File: config.mk
export PLATFORM = sky130hd
export DESIGN_NAME = sys_array_ctrl_flat
export DESIGN_NICKNAME = d
export VERILOG_FILES = /design/src/rtl/sys_array_pkg.sv /design/src/rtl/sys_array_ctrl_if.sv /design/src/rtl/sys_array_skew_pipe.sv /design/src/rtl/sys_array_ctrl.sv /design/src/flat_wrapper.sv
export SDC_FILE = /design/constraint.sdc
export NUM_CORES = 1
export LEC_CHECK = 0
export BUFFER_PORTS_ARGS = -buffer_cell sky130_fd_sc_hd__buf_2
export CAP_MARGIN = 15
export CORE_ASPECT_RATIO = 1.1
export CORE_MARGIN = 1.5
export CORE_UTILIZATION = 30
export DETAILED_ROUTE_END_ITERATION = 6
export GPL_ROUTABILITY_DRIVEN = 0
export PLACE_DENSITY = 0.56
export SLEW_MARGIN = 25
export SYNTH_ARGS = -nofsm -noshare
export SYNTH_HDL_FRONTEND = slang
export SYNTH_SLANG_ARGS = --single-unit
File: constraint.sdc
create_clock -name clk -period 2.1 [get_ports clk]
set_clock_uncertainty 0.05 [all_clocks]
set_input_delay 0.315 -clock clk [delete_from_list [all_inputs] [get_ports clk]]
set_output_delay 0.315 -clock clk [all_outputs]
set_load 0.01 [all_outputs]
File: src/rtl/sys_array_pkg.sv
// Shared types and constants for the systolic-array sequencer.
package sys_array_pkg;

   typedef enum logic [2:0] {
      StIdle,
      StWLoad,
      StWWait,
      StFeed,
      StDrain,
      StDone
   } ctrl_state_t;

   localparam int unsigned DEF_ARRAY_N    = 4;
   localparam int unsigned DEF_DATA_WIDTH = 16;

   // Stages from the first row's feed to the deskewed result strobe.
   function automatic int unsigned skew_depth(input int unsigned n);
      return 2 * n - 1;
   endfunction

endpackage

File: src/rtl/sys_array_ctrl_if.sv
// Command, buffer and array-control signals of the systolic-array sequencer.
interface sys_array_ctrl_if
   import sys_array_pkg::*;
#(
   parameter int unsigned ARRAY_N = DEF_ARRAY_N,
   parameter int unsigned CNT_W   = 8,
   parameter int unsigned ROW_W   = $clog2(ARRAY_N)
);

   logic               start;
   logic [CNT_W-1:0]   num_vec;
   logic               busy;
   logic               done;
   logic               w_rd_en;
   logic [ROW_W-1:0]   w_rd_addr;
   logic [ARRAY_N-1:0] weight_load_row;
   logic               in_rd_en;
   logic [CNT_W-1:0]   in_rd_addr;
   logic [ARRAY_N-1:0] feed_en;
   logic [ARRAY_N-1:0] col_valid;
   logic               res_wr_en;
   logic [CNT_W-1:0]   res_wr_addr;

   modport master (
      output start,
      output num_vec,
      input  busy,
      input  done,
      input  w_rd_en,
      input  w_rd_addr,
      input  weight_load_row,
      input  in_rd_en,
      input  in_rd_addr,
      input  feed_en,
      input  col_valid,
      input  res_wr_en,
      input  res_wr_addr
   );

   modport slave (
      input  start,
      input  num_vec,
      output busy,
      output done,
      output w_rd_en,
      output w_rd_addr,
      output weight_load_row,
      output in_rd_en,
      output in_rd_addr,
      output feed_en,
      output col_valid,
      output res_wr_en,
      output res_wr_addr
   );

endinterface

File: src/rtl/sys_array_skew_pipe.sv
// Valid pipeline turning the input-read strobe into per-row feed enables,
// per-column valids and the deskewed result-write strobe.
module sys_array_skew_pipe
   import sys_array_pkg::*;
#(
   parameter int unsigned ARRAY_N = DEF_ARRAY_N
) (
   input  logic               clk,
   input  logic               reset_n,
   input  logic               in_rd_en,
   output logic [ARRAY_N-1:0] feed_en,
   output logic [ARRAY_N-1:0] col_valid,
   output logic               res_wr_en,
   output logic               pending
);

   localparam int unsigned Depth = skew_depth(ARRAY_N);

   // in_vld_q marks the cycle buffer data is present (read latency 1).
   logic             in_vld_q;
   logic [Depth-1:0] sr_q;
   logic [Depth-1:0] sr_d;

   always_ff @(posedge clk) begin
      if (!reset_n) begin
         in_vld_q <= 1'b0;
         sr_q     <= '0;
      end else begin
         in_vld_q <= in_rd_en;
         sr_q     <= sr_d;
      end
   end

   always_comb begin
      sr_d      = {sr_q[Depth-2:0], in_vld_q};
      feed_en   = {sr_q[ARRAY_N-2:0], in_vld_q};
      col_valid = sr_q[Depth-1:ARRAY_N-1];
      res_wr_en = sr_q[Depth-1];
      // The final stage is excluded: its strobe is issued in the same cycle.
      pending   = in_vld_q | (|sr_q[Depth-2:0]);
   end

endmodule

File: src/rtl/sys_array_ctrl.sv
// Sequencer for a weight-stationary systolic array: weight load, input
// streaming with row skew, then result strobes and a done pulse.
module sys_array_ctrl
   import sys_array_pkg::*;
#(
   parameter int unsigned ARRAY_N = DEF_ARRAY_N,
   parameter int unsigned CNT_W   = 8,
   parameter int unsigned ROW_W   = $clog2(ARRAY_N)
) (
   input logic             clk,
   input logic             reset_n,
   sys_array_ctrl_if.slave bus
);

   localparam logic [ROW_W-1:0] LastRow = ROW_W'(ARRAY_N - 1);

   ctrl_state_t        state_q, state_d;
   logic [CNT_W-1:0]   m_q, m_d;
   logic [CNT_W-1:0]   vec_q, vec_d;
   logic [CNT_W-1:0]   res_q, res_d;
   logic [ROW_W-1:0]   row_q, row_d;
   logic [ARRAY_N-1:0] wl_row_q, wl_row_d;

   logic               w_rd_en;
   logic               in_rd_en;
   logic               done_pulse;
   logic               pipe_pending;
   logic               res_wr_en;
   logic [ARRAY_N-1:0] feed_en;
   logic [ARRAY_N-1:0] col_valid;

   always_ff @(posedge clk) begin
      if (!reset_n) begin
         state_q  <= StIdle;
         m_q      <= '0;
         vec_q    <= '0;
         res_q    <= '0;
         row_q    <= '0;
         wl_row_q <= '0;
      end else begin
         state_q  <= state_d;
         m_q      <= m_d;
         vec_q    <= vec_d;
         res_q    <= res_d;
         row_q    <= row_d;
         wl_row_q <= wl_row_d;
      end
   end

   always_comb begin
      state_d    = state_q;
      m_d        = m_q;
      vec_d      = vec_q;
      row_d      = row_q;
      res_d      = res_wr_en ? res_q + CNT_W'(1) : res_q;
      w_rd_en    = 1'b0;
      in_rd_en   = 1'b0;
      done_pulse = 1'b0;
      case (state_q)
         StIdle: begin
            if (bus.start) begin
               m_d     = bus.num_vec;
               vec_d   = '0;
               row_d   = '0;
               res_d   = '0;
               state_d = StWLoad;
            end
         end
         StWLoad: begin
            w_rd_en = 1'b1;
            row_d   = row_q + ROW_W'(1);
            if (row_q == LastRow) begin
               state_d = StWWait;
            end
         end
         StWWait: begin
            // Last weight row is being written; an empty job skips compute.
            state_d = (m_q == '0) ? StDone : StFeed;
         end
         StFeed: begin
            in_rd_en = 1'b1;
            if (vec_q == m_q - CNT_W'(1)) begin
               vec_d   = '0;
               state_d = StDrain;
            end else begin
               vec_d = vec_q + CNT_W'(1);
            end
         end
         StDrain: begin
            if (!pipe_pending) begin
               state_d = StDone;
            end
         end
         StDone: begin
            done_pulse = 1'b1;
            res_d      = '0;
            state_d    = StIdle;
         end
         default: state_d = StIdle;
      endcase
   end

   // Row strobe lags the read by one cycle to line up with buffer data.
   always_comb begin
      wl_row_d = w_rd_en ? (ARRAY_N'(1) << row_q) : '0;
   end

   sys_array_skew_pipe #(
      .ARRAY_N (ARRAY_N)
   ) u_skew_pipe (
      .clk       (clk),
      .reset_n   (reset_n),
      .in_rd_en  (in_rd_en),
      .feed_en   (feed_en),
      .col_valid (col_valid),
      .res_wr_en (res_wr_en),
      .pending   (pipe_pending)
   );

   always_comb begin
      bus.busy            = (state_q != StIdle);
      bus.done            = done_pulse;
      bus.w_rd_en         = w_rd_en;
      bus.w_rd_addr       = row_q;
      bus.weight_load_row = wl_row_q;
      bus.in_rd_en        = in_rd_en;
      bus.in_rd_addr      = vec_q;
      bus.feed_en         = feed_en;
      bus.col_valid       = col_valid;
      bus.res_wr_en       = res_wr_en;
      bus.res_wr_addr     = res_q;
   end

endmodule

File: src/flat_wrapper.sv
// flat-port wrapper written by rule: the top's interface ports become plain ports
module sys_array_ctrl_flat import sys_array_pkg::*;
#(
   parameter int unsigned ARRAY_N = DEF_ARRAY_N,
   parameter int unsigned CNT_W   = 8,
   parameter int unsigned ROW_W   = $clog2(ARRAY_N)
)
  (clk, reset_n, bus_start, bus_num_vec, bus_busy, bus_done, bus_w_rd_en, bus_w_rd_addr, bus_weight_load_row, bus_in_rd_en, bus_in_rd_addr, bus_feed_en, bus_col_valid, bus_res_wr_en, bus_res_wr_addr);
  sys_array_ctrl_if #(.ARRAY_N(ARRAY_N), .CNT_W(CNT_W), .ROW_W(ROW_W)) bus_i ();
  input logic clk;
  input logic reset_n;
  input wire logic [$bits(bus_i.start)-1:0] bus_start;
  input wire logic [$bits(bus_i.num_vec)-1:0] bus_num_vec;
  output wire logic [$bits(bus_i.busy)-1:0] bus_busy;
  output wire logic [$bits(bus_i.done)-1:0] bus_done;
  output wire logic [$bits(bus_i.w_rd_en)-1:0] bus_w_rd_en;
  output wire logic [$bits(bus_i.w_rd_addr)-1:0] bus_w_rd_addr;
  output wire logic [$bits(bus_i.weight_load_row)-1:0] bus_weight_load_row;
  output wire logic [$bits(bus_i.in_rd_en)-1:0] bus_in_rd_en;
  output wire logic [$bits(bus_i.in_rd_addr)-1:0] bus_in_rd_addr;
  output wire logic [$bits(bus_i.feed_en)-1:0] bus_feed_en;
  output wire logic [$bits(bus_i.col_valid)-1:0] bus_col_valid;
  output wire logic [$bits(bus_i.res_wr_en)-1:0] bus_res_wr_en;
  output wire logic [$bits(bus_i.res_wr_addr)-1:0] bus_res_wr_addr;
  assign bus_i.start = bus_start;
  assign bus_i.num_vec = bus_num_vec;
  assign bus_busy = bus_i.busy;
  assign bus_done = bus_i.done;
  assign bus_w_rd_en = bus_i.w_rd_en;
  assign bus_w_rd_addr = bus_i.w_rd_addr;
  assign bus_weight_load_row = bus_i.weight_load_row;
  assign bus_in_rd_en = bus_i.in_rd_en;
  assign bus_in_rd_addr = bus_i.in_rd_addr;
  assign bus_feed_en = bus_i.feed_en;
  assign bus_col_valid = bus_i.col_valid;
  assign bus_res_wr_en = bus_i.res_wr_en;
  assign bus_res_wr_addr = bus_i.res_wr_addr;
  sys_array_ctrl #(.ARRAY_N(ARRAY_N), .CNT_W(CNT_W), .ROW_W(ROW_W)) u_core (.clk(clk), .reset_n(reset_n), .bus(bus_i));
endmodule
=== Word level (Yosys, flattened, before mapping) ===
Index checks and enable logic that the tools add are counted.
W data, S select, Z words.

* Bits in registers: 41

* Add/subtract/negate cells: 4
* Eq/ne operators: 11
* Shifts and indexed selects: 1
* Muxes and demuxes: 17
* Bitwise operators: 1
* Reductions and logical operators: 11

{| class="wikitable"
|+ Operators by type and width
! cell !! count
|-
| $mux W8 || 4
|-
| $pmux W8 S2 || 2
|-
| $add A8 B1 Y8 const B || 2
|-
| $mux W3 || 5
|-
| $pmux W3 S5 || 1
|-
| $eq A8 B8 Y1 || 1
|-
| $logic_not A8 Y1 || 1
|-
| $reduce_and A2 Y1 || 4
|-
| $sub A8 B1 Y8 const B || 1
|-
| $eq A3 B2 Y1 const B || 2
|-
| $eq A3 B3 Y1 const B || 2
|-
| $reduce_or A6 Y1 || 1
|-
| $ne A2 B1 Y1 const B || 2
|-
| $ne A2 B2 Y1 const B || 2
|-
| $pmux W2 S2 || 1
|-
| $reduce_and A4 Y1 || 1
|-
| $reduce_bool A2 Y1 || 2
|-
| $shl A1 B2 Y4 const A || 1
|-
| $eq A3 B1 Y1 const B || 1
|-
| $logic_not A3 Y1 || 1
|-
| $mux W1 || 3
|-
| $reduce_bool A3 Y1 || 1
|-
| $add A2 B1 Y2 const B || 1
|-
| $eq A2 B2 Y1 const B || 1
|-
| other kinds (2) || 2
|}

=== Depth between registers and ports, before layout ===
* Word-level depth: 4
* Depth in mapped cells: 9
* Gate-level depth less buffers: 8

=== Cells and area by module ===
From an unflattened synthesis, not the netlist that was laid out.

* Cell total of the unflattened synthesis: 224
* Area total of the unflattened synthesis: 1963.1 µm²

{| class="wikitable"
|+ Modules (own cells, without submodules)
! module !! instances !! cells an instance !! area an instance (µm²) !! seq. area each (µm²)
|-
| sys_array_ctrl || 1 || 203 || 1721.7 || 660.6
|-
| sys_array_skew_pipe || 1 || 21 || 241.5 || 160.2
|}

=== Least setup slack after synthesis ===
No wires, ideal clock.

* Path type: register -> register
* From: register u_core.m_q[2]
* To: register u_core.vec_q[4], in the netlist u_core.bus.in_rd_addr[4]
* Setup time: 0.117 ns
* Arrival time: 2.143 ns
* Required time: 1.933 ns
* Setup slack: -0.210 ns
* Stages on the path, launching flop included: 8
* Period minus slack after synthesis: 2.310 ns
* Path through: dfxtp_1 -> or4_4 -> or4_4 -> a221oi_2 -> a21boi_2 -> buf_6 -> a21o_1 -> a22o_1

* Longest elaborated chain between the ends: 4

{| class="wikitable"
|+ RTL lines
! element !! line !! RTL
|-
| start, declared || sys_array_ctrl.sv:18 || <nowiki>logic [CNT_W-1:0] m_q, m_d;</nowiki>
|-
| start signal, assigned || sys_array_ctrl.sv:42 || <nowiki>m_q <= m_d;</nowiki>
|-
| $sub A8 B1 Y8 || sys_array_ctrl.sv:82 || <nowiki>if (vec_q == m_q - CNT_W'(1)) begin</nowiki>
|-
| $eq A8 B8 Y1 || sys_array_ctrl.sv:82 ||
|-
| $mux W8 || sys_array_ctrl.sv:82 ||
|-
| $pmux W8 S2 || sys_array_ctrl.sv:59 || <nowiki>case (state_q)</nowiki>
|-
| end signal, assigned || sys_array_ctrl.sv:43 || <nowiki>vec_q <= vec_d;</nowiki>
|-
| end, declared || sys_array_ctrl.sv:19 || <nowiki>logic [CNT_W-1:0] vec_q, vec_d;</nowiki>
|}

Every way passes these cells.
A chain may end at the register's enable or synchronous reset.

=== Worst setup path in the final report ===
* From: register u_core.m_q[5]
* To: register u_core.vec_q[7], in the netlist u_core.bus.in_rd_addr[7]

The elaborated chain is that of the path after synthesis.

==> flow_summary.yaml <==
synth:
  yosysSeqAreaShare: 0.424
  synth_flop_cell: "dfxtp_1"
  synth_top_area_frac: 0.424
  synth_most_common_cell: "dfxtp_1"
  ys_ff_latch: 41
  synthTopCellsByCount: "dfxtp_1, nand2_1, nor2_1"
  yosysWarningCount: 0
  synth.area.top_cells: "dfxtp_1, nand2_1, xnor2_1"
  syn_nets: 224
  syn_area_per_cell_um2: 9.31
  netlist_area_um2: 1940
  synth-edff-count: 0
  yosysTopAreaCell: "dfxtp_1"
  async_flop_share: 0
  yosysUniqueCellTypes: 46
  syn-instance-count: 208
critical_path:
  arrival_ns: 2.48
  cp_max_fo: 8
  critPathMaxStageDelay_ns: 0.52
  cp_top_family: "simple AND/OR/NAND/NOR gates"
  startpoint: "u_core.m_q[5]$_SDFFE_PN0P_"
  crit_buf_inv: 0
  slowest_stage: "or4_4"
  worstPathCellList: "or4_4 > or4_4 > a221oi_4 > a21boi_4 > and3_1 > a221o_1"
  worstReg2RegStart: "u_core.m_q[5]$_SDFFE_PN0P_"
  required_ns: 2.23
  startpoint_type: "register"
  ff2ff_setup_slack_ns: -0.25
  cp_common_cell: "or4_4"
  path_class: "register to register"
  setup.worst_path.end_class: "register"
final_layout:
  drive_gt1_frac: 0.357
  diodes: 0
  area_growth_pct: 28.9
  finalNonFillerCells: 352
  fillCellCount: 640
  nets: 288
  fin_util: 0.403
grt:
  grt.total_usage: 0.128
  grt-ovfl-total: 0
  grt_first_pass_wirelength_um: 6950
  grt_max_degree: 15
  grt_pass1_vias: 1498
  antenna_found_initial: 0
timing:
  tightestPinTransition_ns: 0.564
  fin_ws_ns: -0.255
  relSlewSlack: 0.623
  fmax_mhz: 425
  rsz0062_at_grt: "true"
  slew_viol_final: 0
  min_period_over_period: 1.12
  setup_viol: 11
  period_needed_ns: 2.35
  hold_viol: 0
cts:
  cts_sinks: 41
  clock_latency_ns: 0.29
  cts_tree: "yes"
  clockRootBuffer: "clkbuf_8"
  clk_pin_slew_worst_paths_ns: 0.08
  htreeDepth: 2
  hold_buffers: 0
  max-clock-path-buffers: 2
  cts_inserted_buffers: 5
floorplanning:
  num_io_pins: 46
  fp-row-count: 30
  die_y_um: 87.2
  dieArea_um2: 6940
  initial_core_util: 0.313
  core_area_um2: 6190
  die_w_um: 79.6
place:
  io_buffers: 45
  dp_cells: 342
  hpwl_um: 3120
power:
  p_leak_nw: 1.17
  ir_drop_uv: 370
  power_density_nw_per_um2: 684
detailed_routing:
  drt-total-wl_um: 4050
  drt_iter0_drc: 71
  wl_per_cell_um: 11.5
  ant_nets: 0
  dr.pass1.iters: 4
  routed_via_density: 4.62
  drc: 0
  vias: 1626
min_path:
  hold_path_class: "primary input to register"
  hold_start: "bus_num_vec[3]"
flow_run:
  max_cap_violations: 0
outcome:
  violations: "setup timing"
  run_status: "finished, violations left"
[metrics by stage]
step | power (W) | hold slack [ns] | setup slack, ns | TNS (ns) | cell area [um^2]
2_1_floorplan | 0.00108 | 0.402 | -0.154 | -0.823 | 1940
6_report | 0.00171 | 0.211 | -0.255 | -2.11 | 2490
5_1_grt | 0.00182 | 0.201 | -0.370 | -3.12 | 2490
3_3_place_gp | 0.00119 | 0.424 | -0.197 | -1.29 | 2350
3_5_place_dp | 0.00119 | 0.425 | -0.230 | -1.58 | 2350
4_1_cts | 0.00173 | 0.203 | -0.249 | -1.84 | 2460
[worst paths after layout]
check / to / cells past startpoint
worst max-delay path: u_core.bus.in_rd_addr[7]$_SDFFE_PN0P_ / 6
worst min-delay path: u_core.m_q[3]$_SDFFE_PN0P_ / 3
worst max register to register: u_core.bus.in_rd_addr[7]$_SDFFE_PN0P_ / 6
worst min register to register: u_core.m_q[2]$_SDFFE_PN0P_ / 2
[repair_timing]
action / in CTS / in global routing
setup buffers: 0 / 3
resized for setup: 2 / 4
setup endpoints to repair: 11 / 11
pin swaps: 1 / 3
[flip-flops by register name, indices dropped and copies added (netlist names)]
name	cells
u_core.bus.in_rd_addr	8
u_core.bus.res_wr_addr	8
u_core.m_q	8
u_core.u_skew_pipe.sr_q	7
u_core.bus.weight_load_row	4
u_core.state_q	3
u_core.bus.w_rd_addr	2
u_core.u_skew_pipe.in_vld_q	1
[logic make-up (layout without fill, tap and decap cells)]
family / Yosys count / count (layout) / share of synthesized area
AO/OA/AOI/OAI: 35 / 35 / 0.155
XOR/XNOR: 18 / 18 / 0.0905
adder cells (fa/ha/maj): 5 / 5 / 0.0323
buffers and inverters: 16 / 80 / 0.0388
flip-flops: 41 / 41 / 0.424
multiplexers: 3 / 3 / 0.0162
AND/OR/NAND/NOR: 90 / 90 / 0.243
[final cells by class]
cell class	instances	area, um^2	share of cell area
clock buffer	7	86.3	0.0346
inverter	6	22.5	0.00903
multi-input combinational	151	1070	0.429
sequential	41	825	0.330
tap	80	100	0.0401
timing repair buffer	67	390	0.156
[placed cells by master (no fill, tap or decap), drive strengths merged, types with 3 or more instances in the layout]
cell | synthesis | final
nand3 | 7 | 7
buf | 3 | 67
and3 | 4 | 4
ha | 5 | 5
xor2 | 8 | 8
a21boi | 11 | 11
nand2 | 26 | 26
a22o | 4 | 4
or2 | 4 | 4
or4 | 3 | 3
xnor2 | 9 | 9
dfxtp | 41 | 41
o31ai | 3 | 3
clkbuf | 7 | 7
a21o | 3 | 3
nor2 | 17 | 17
inv | 6 | 6
a21oi | 4 | 4
and2 | 11 | 11
nor3 | 4 | 4
[where the power goes]
group | switching [W] | internal [W] | total [W]
combinational | 0.000179 | 0.000173 | 0.000352
clock | 0.000252 | 0.000261 | 0.000513
sequential | 0.0000333 | 0.000807 | 0.000841
[routing by layer]
| metal | vias up | GRT usage | part of all wire |
|---|---|---|---|
| met3 | 5 | 0.0356 | 0.053 |
| met5 | - | 0 | 0 |
| li1 | 849 | - | - |
| met1 | 734 | 0.169 | 0.48 |
| met2 | 38 | 0.198 | 0.45 |
| met4 | 0 | 0.0478 | 0.016 |
[worst min-delay path, cell delays in order]
cell and delay [ns]:
buf_2 0.09, nand2_1 0.04, a21boi_0 0.06
Note: power is estimated with default switching activity, not from simulation.
